==> config.mk <==
export PLATFORM = sky130hd
export DESIGN_NAME = multicycle_control_unit
export DESIGN_NICKNAME = d
export VERILOG_FILES = /design/src/rtl/cu_pkg.sv /design/src/rtl/cu_decode.sv /design/src/rtl/multicycle_control_unit.sv
export SDC_FILE = /design/constraint.sdc
export NUM_CORES = 1
export LEC_CHECK = 0
export ABC_AREA = 1
export ABC_CLOCK_PERIOD_IN_PS = 3260
export BUFFER_PORTS_ARGS = -buffer_cell sky130_fd_sc_hd__buf_4
export CAP_MARGIN = 20
export CORE_UTILIZATION = 32
export CTS_CLUSTER_DIAMETER = 60
export DETAILED_ROUTE_END_ITERATION = 16
export GPL_TIMING_DRIVEN = 0
export HOLD_SLACK_MARGIN = 0.08
export SETUP_SLACK_MARGIN = 0.3
export SYNTH_ARGS = -nofsm -noshare
export SYNTH_HDL_FRONTEND = slang
export SYNTH_SLANG_ARGS = --single-unit
==> constraint.sdc <==
create_clock -name clk -period 3.26 [get_ports clk]
set_clock_uncertainty 0.2 [all_clocks]
set_input_delay 0.815 -clock clk [delete_from_list [all_inputs] [get_ports clk]]
set_output_delay 0.815 -clock clk [all_outputs]
set_load 0.02 [all_outputs]
==> src/rtl/cu_pkg.sv <==
// Shared types and constants for the multi-cycle LEGv8 control unit.
// Optional feature macro: CU_UNCOND_BRANCH_EN (B opcode class).
package cu_pkg;

  typedef enum logic [2:0] {
    ST_FETCH  = 3'd0,
    ST_DECODE = 3'd1,
    ST_EXEC   = 3'd2,
    ST_MEM    = 3'd3,
    ST_WB     = 3'd4,
    ST_ERROR  = 3'd7
  } state_e;

  typedef enum logic [2:0] {
    CL_NOP,
    CL_R,
    CL_LDUR,
    CL_STUR,
    CL_CBZ,
    CL_B,
    CL_ILL
  } cls_e;

  // Decode patterns are matched against the top 11 opcode bits
  localparam logic [10:0] OPC_R_MSK   = 11'b10011110111;
  localparam logic [10:0] OPC_R_VAL   = 11'b10001010000;
  localparam logic [10:0] OPC_LDUR    = 11'b11111000010;
  localparam logic [10:0] OPC_STUR    = 11'b11111000000;
  localparam logic [10:0] OPC_CBZ_MSK = 11'b11111111000;
  localparam logic [10:0] OPC_CBZ_VAL = 11'b10110100000;
  localparam logic [10:0] OPC_B_MSK   = 11'b11111100000;
  localparam logic [10:0] OPC_B_VAL   = 11'b00010100000;

  localparam logic [1:0] ALU_ADD   = 2'b00;
  localparam logic [1:0] ALU_PASSB = 2'b01;
  localparam logic [1:0] ALU_FUNCT = 2'b10;

  function automatic logic op_match(
    input logic [10:0] op,
    input logic [10:0] msk,
    input logic [10:0] val
  );
    return (op & msk) == val;
  endfunction

endpackage

==> src/rtl/cu_decode.sv <==
// Combinational opcode-to-class classifier.
// Optional feature macro: CU_UNCOND_BRANCH_EN (B opcode class).
module cu_decode
  import cu_pkg::*;
#(
  parameter int OP_W = 11
) (
  input  logic [OP_W-1:0] i_op,
  output cls_e            o_cls
);

  logic [10:0] w_top;

  assign w_top = i_op[OP_W-1 -: 11];

  always_comb begin
    o_cls = CL_ILL;
    unique case (1'b1)
      (i_op == '0):
        o_cls = CL_NOP;
      op_match(w_top, OPC_R_MSK, OPC_R_VAL):
        o_cls = CL_R;
      (w_top == OPC_LDUR):
        o_cls = CL_LDUR;
      (w_top == OPC_STUR):
        o_cls = CL_STUR;
      op_match(w_top, OPC_CBZ_MSK, OPC_CBZ_VAL):
        o_cls = CL_CBZ;
`ifdef CU_UNCOND_BRANCH_EN
      op_match(w_top, OPC_B_MSK, OPC_B_VAL):
        o_cls = CL_B;
`endif
      default:
        o_cls = CL_ILL;
    endcase
  end

endmodule

==> src/rtl/multicycle_control_unit.sv <==
// Multi-cycle LEGv8 control FSM with memory-timeout trap.
// Optional feature macro: CU_UNCOND_BRANCH_EN (B opcode class).
module multicycle_control_unit
  import cu_pkg::*;
#(
  parameter int OP_W    = 11,
  parameter int ALUOP_W = 2,
  parameter int TMO_CYC = 15
) (
  input  logic               clk,
  input  logic               rst_n,
  input  logic [OP_W-1:0]    Operation,
  input  logic               zero,
  input  logic               mem_ready,
  output logic               PCWrite,
  output logic               IRWrite,
  output logic               Reg2Loc,
  output logic               ALUSrc,
  output logic               MemtoReg,
  output logic               RegWrite,
  output logic               MemRead,
  output logic               MemWrite,
  output logic               Branch,
  output logic [ALUOP_W-1:0] ALUOperation,
  output logic [2:0]         state_o,
  output logic               instr_done,
  output logic               illegal_op,
  output logic               mem_err
);

  localparam logic [7:0] TMO_M1 = 8'(TMO_CYC - 1);

  state_e     r_state;
  state_e     w_next;
  cls_e       r_cls;
  cls_e       w_cls;
  logic [7:0] r_cnt;
  logic       r_ill;
  logic       r_err;
  logic       w_wait_st;
  logic       w_tmo;
  logic       w_dec_end;

  logic       w_pcw, w_irw, w_r2l, w_asrc, w_m2r;
  logic       w_rw, w_mr, w_mw, w_br, w_done;
  logic [1:0] w_alu;

  cu_decode #(.OP_W(OP_W)) u_dec (
    .i_op  (Operation),
    .o_cls (w_cls)
  );

  assign w_wait_st = (r_state == ST_FETCH) ||
                     (r_state == ST_MEM);
  // The wait that would push the counter to TMO_CYC traps
  assign w_tmo     = w_wait_st && !mem_ready &&
                     (r_cnt == TMO_M1);
  assign w_dec_end = (w_cls == CL_NOP) ||
                     (w_cls == CL_ILL);

  always_comb begin
    w_next = r_state;
    unique case (r_state)
      ST_FETCH: begin
        if (mem_ready)  w_next = ST_DECODE;
        else if (w_tmo) w_next = ST_ERROR;
      end
      ST_DECODE:
        w_next = w_dec_end ? ST_FETCH : ST_EXEC;
      ST_EXEC: begin
        case (r_cls)
          CL_R:    w_next = ST_WB;
          CL_LDUR: w_next = ST_MEM;
          CL_STUR: w_next = ST_MEM;
          default: w_next = ST_FETCH;
        endcase
      end
      ST_MEM: begin
        if (mem_ready)
          w_next = (r_cls == CL_LDUR) ? ST_WB
                                      : ST_FETCH;
        else if (w_tmo)
          w_next = ST_ERROR;
      end
      ST_WB:   w_next = ST_FETCH;
      default: w_next = ST_ERROR;
    endcase
  end

  always_ff @(posedge clk or negedge rst_n) begin
    if (!rst_n) begin
      r_state <= ST_FETCH;
      r_cls   <= CL_NOP;
      r_cnt   <= '0;
      r_ill   <= 1'b0;
      r_err   <= 1'b0;
    end else begin
      r_state <= w_next;
      if (r_state == ST_DECODE)
        r_cls <= w_cls;
      if (w_next != r_state)
        r_cnt <= '0;
      else if (w_wait_st && !mem_ready)
        r_cnt <= r_cnt + 8'd1;
      if (r_state == ST_DECODE && w_cls == CL_ILL)
        r_ill <= 1'b1;
      if (w_next == ST_ERROR)
        r_err <= 1'b1;
    end
  end

  always_comb begin
    w_pcw  = 1'b0;
    w_irw  = 1'b0;
    w_r2l  = 1'b0;
    w_asrc = 1'b0;
    w_m2r  = 1'b0;
    w_rw   = 1'b0;
    w_mr   = 1'b0;
    w_mw   = 1'b0;
    w_br   = 1'b0;
    w_done = 1'b0;
    w_alu  = ALU_ADD;
    unique case (r_state)
      ST_FETCH: begin
        w_mr = 1'b1;
        if (mem_ready) begin
          w_irw = 1'b1;
          w_pcw = 1'b1;
        end
      end
      ST_DECODE:
        w_done = w_dec_end;
      ST_EXEC: begin
        case (r_cls)
          CL_R:    w_alu = ALU_FUNCT;
          CL_LDUR: w_asrc = 1'b1;
          CL_STUR: begin
            w_asrc = 1'b1;
            w_r2l  = 1'b1;
          end
          CL_CBZ: begin
            w_r2l  = 1'b1;
            w_alu  = ALU_PASSB;
            w_br   = zero;
            w_pcw  = zero;
            w_done = 1'b1;
          end
          CL_B: begin
            w_br   = 1'b1;
            w_pcw  = 1'b1;
            w_done = 1'b1;
          end
          default: ;
        endcase
      end
      ST_MEM: begin
        w_asrc = 1'b1;
        if (r_cls == CL_STUR) begin
          w_r2l  = 1'b1;
          w_mw   = 1'b1;
          w_done = mem_ready;
        end else begin
          w_mr = 1'b1;
        end
      end
      ST_WB: begin
        w_rw   = 1'b1;
        w_m2r  = (r_cls == CL_LDUR);
        w_done = 1'b1;
      end
      default: ;
    endcase
  end

  // Reset forces every output low, including FETCH's MemRead
  assign PCWrite      = rst_n & w_pcw;
  assign IRWrite      = rst_n & w_irw;
  assign Reg2Loc      = rst_n & w_r2l;
  assign ALUSrc       = rst_n & w_asrc;
  assign MemtoReg     = rst_n & w_m2r;
  assign RegWrite     = rst_n & w_rw;
  assign MemRead      = rst_n & w_mr;
  assign MemWrite     = rst_n & w_mw;
  assign Branch       = rst_n & w_br;
  assign instr_done   = rst_n & w_done;
  assign ALUOperation = rst_n ? ALUOP_W'(w_alu) : '0;
  assign state_o      = rst_n ? r_state : 3'd0;
  assign illegal_op   = rst_n & r_ill;
  assign mem_err      = rst_n & r_err;

endmodule
==> results.cfg <==
[timing]
final-hold-violation-count = 0
layout_min_cycle_time_ns = 2.89
finalWorstSetupSlack_ns = 0.366
worst_slew_margin_rel_pct = 75.3
post-route-period-util_pct = 88.8
timing.final.setup_violations = 0
worst-slew-pin-transition_ns = 0.370
fin_tns_setup_ns = 0
rsz0062_at_grt = no
maxClockFrequency_mhz = 345
slew_violations = 0

[clock_tree]
cts.root.buffer_cell = sky130_fd_sc_hd__clkbuf_8
cts.repair.resized = 0
cts_tree = done
cts-htree-levels = 1
ctsHoldBuffers = 0
clock_insertion_delay_worst_skew_ns = 0.25
clock_tree.buffer_depth = 2
clock_sink_count = 16
number_of_post_cts_setup_repair_buffers = 0
path_clk_slew_ns = 0.07
cts-buffers-inserted = 3

[yosys]
avgSynthCellArea_um2 = 7.01
syn-instance-count = 184
synthDistinctLibCells = 30
synth.yosys.seq_area_share_pct = 31.0
syn-num-nets = 201
ys_seq_elements = 16
syn_area_mm2 = 0.00129
yosys_warnings = 0

[detailed_routing]
first_pass_drt_iterations = 4
post_drt_wl_per_cell_um = 10.1
routed-via-count = 1188
drc = 0
ant_nets = 0
drt_wl_total_mm = 2.70
avgViaCountPerCell = 4.45
initialDrtViolationCount = 46

[grt]
grt_max_degree = 24
grt_first_pass_wirelength_mm = 4.60
globalRouteTotalUtil_pct = 13.6
antenna_found_initial = 0
grt_overflow = 0
first_global_vias = 1134

[critical_path]
cpMaxStageDelayCell = sky130_fd_sc_hd__o31a_1
timing.critical_path.cells = buf_4, inv_1, nand2_2, nor2_2, nand4_1, nand3_2, nor2_1, o31a_1, buf_4
path_max_fanout = 4
required_ns = 2.24
critical_path.most_common_cell = sky130_fd_sc_hd__buf_4
worst-endpoint-arrival_ns = 1.88
cp.buffers_inverters = 3
start_kind = input pin
critical_path.max_stage_delay_ns = 0.23
worst_path_dominant_cell_family = simple AND/OR/NAND/NOR gates
sort_of_element_at_the_end_of_the_critical_path = output port
worstSetupPathType = input pin to output port

[flow_run]
max-cap-violations = 0

[floorplan]
die-width_um = 65.5
placeableCoreArea_mm2 = 0.00377
initial_core_util_pct = 34.2
top_level_pins = 32
die_area_mm2 = 0.00429
die_height_um = 65.5
placementRows = 22

[cells_and_area]
count_of_non_filler_cells_in_the_finished_layout = 267
antenna_cells_inserted = 0
syn_to_final_growth_pct = 27.9
fillerInstances = 371
final_layout_size_suffix_gt1_share_pct = 29.7
register_area_um2 = 400
mostFrequentLayoutCells = sky130_fd_sc_hd__nor2_1 (33), sky130_fd_sc_hd__buf_4 (32), sky130_fd_sc_hd__nand2_1 (32), sky130_fd_sc_hd__inv_1 (24), sky130_fd_sc_hd__dfrtp_1 (16)
most_common_cell_after_layout_fill_and_taps_aside = sky130_fd_sc_hd__nor2_1
multi_input_area_um2 = 764
final_core_util_pct = 43.8
nNetsFinal = 237

[status]
run_status = completed

[placement]
detailedPlace.worstSlack_ns = 0.358
gp_routability_congestion = 0.857
placement.io_buffers = 31
placed_cells = 263
hpwlAfterDp_mm = 2.16

[power]
power_leakage_nw = 0.875
peakVddDrop_v = 0.000112
power-per-cell-area_mw_per_mm2 = 252

[min_path]
hold_path_class = input pin to asynchronous set/reset pin
[report_power, final]
group	total (mW)	internal [mW]	switching, mW
clock network	0.176	0.107	0.0688
logic	0.0418	0.0184	0.0234
registers	0.199	0.199	0
total	0.416	0.324	0.0922
[registers in the layout, summed over array words and instances, names as in the netlist]
name / cells
r_err: 1
r_cnt: 8
r_state: 3
r_cls: 3
r_ill: 1
[kinds of logic after synthesis]
group,Yosys count,share of synthesized area [%]
and+or+nand+nor,108,42.9
adders and majority gates,2,1.94
xor gates and xnor gates,7,4.75
buffers and inverters,31,10.7
AOI/OAI and AO/OA,20,8.73
DFF,16,31.0
[through the flow]
stage / hold WS (ns) / cell area, um^2 / total power [mW]
floorplan: 0.228 / 1290 / 0.217
global placement: 0.240 / 1580 / 0.243
detailed placement: 0.244 / 1580 / 0.243
CTS: 0.242 / 1640 / 0.421
global route: 0.246 / 1650 / 0.435
finish: 0.242 / 1650 / 0.416
[layer usage]
| metal | track usage [%] | wire length (um) | vias up |
|---|---|---|---|
| li1 | - | - | 655 |
| met1 | 17.3 | 1370 | 513 |
| met2 | 23.5 | 1220 | 18 |
| met3 | 2.43 | 108 | 2 |
| met4 | 3.26 | 10 | 0 |
| met5 | 0 | 0 | - |
[worst reg2reg max path, cell delays in order, from the launching register on]
cell	delay (ns)
sky130_fd_sc_hd__dfrtp_1	0.38
sky130_fd_sc_hd__inv_1	0.11
sky130_fd_sc_hd__ha_1	0.16
sky130_fd_sc_hd__nand3_1	0.07
sky130_fd_sc_hd__nor2_1	0.19
sky130_fd_sc_hd__a21oi_1	0.14
sky130_fd_sc_hd__a21oi_1	0.24
sky130_fd_sc_hd__nor2_4	0.07
sky130_fd_sc_hd__nand3_4	0.11
sky130_fd_sc_hd__nor2_1	0.06
[Yosys cell counts]
cell / n / area, um^2
sky130_fd_sc_hd__nor2_2: 5 / 31.3
sky130_fd_sc_hd__nand3b_1: 1 / 7.51
sky130_fd_sc_hd__nand2_4: 4 / 45.0
sky130_fd_sc_hd__o31a_1: 1 / 8.76
sky130_fd_sc_hd__nand2_1: 33 / 124
sky130_fd_sc_hd__nand4_1: 3 / 18.8
sky130_fd_sc_hd__ha_1: 2 / 25.0
sky130_fd_sc_hd__o2111ai_1: 1 / 8.76
sky130_fd_sc_hd__o21ai_0: 9 / 45.0
sky130_fd_sc_hd__buf_4: 1 / 7.51
sky130_fd_sc_hd__inv_2: 1 / 3.75
sky130_fd_sc_hd__inv_4: 1 / 6.26
sky130_fd_sc_hd__inv_1: 25 / 93.8
sky130_fd_sc_hd__xnor2_1: 2 / 17.5
sky130_fd_sc_hd__nand4_2: 1 / 12.5
sky130_fd_sc_hd__nor2_1: 35 / 131
sky130_fd_sc_hd__nand3_4: 1 / 17.5
sky130_fd_sc_hd__dfrtp_1: 16 / 400
sky130_fd_sc_hd__xor2_1: 5 / 43.8
sky130_fd_sc_hd__o21ai_1: 1 / 5.00
sky130_fd_sc_hd__a21oi_1: 6 / 30.0
sky130_fd_sc_hd__nor3_1: 6 / 30.0
sky130_fd_sc_hd__buf_6: 2 / 22.5
sky130_fd_sc_hd__nor2_4: 4 / 45.0
sky130_fd_sc_hd__nand3_2: 2 / 20.0
sky130_fd_sc_hd__nand2_2: 3 / 18.8
sky130_fd_sc_hd__a21o_1: 2 / 15.0
sky130_fd_sc_hd__nor4_1: 1 / 6.26
sky130_fd_sc_hd__clkbuf_1: 1 / 3.75
sky130_fd_sc_hd__nand3_1: 9 / 45.0
[final cells by class]
type,instances,share of cell area (%)
inverter,27,6.29
sequential,16,24.3
multi-input combinational,137,46.3
clock buffer,4,3.34
tap,48,3.64
timing repair buffer,31,14.1
buffer,4,2.05
[final timing paths]
path,from,to,slack [ns],cells after the start
min in group clk,r_err,r_err,0.26,1
max in group asynchronous,rst_n,r_cnt[1],2.41,1
worst max register to register,r_cnt[0],r_cnt[6],1.43,9
worst min register to register,r_err,r_err,0.26,1
worst min-delay path,rst_n,r_state[2],0.24,1
worst max-delay path,Operation[4],instr_done,0.37,9
No activity file was read; power rests on OpenSTA's default activity.
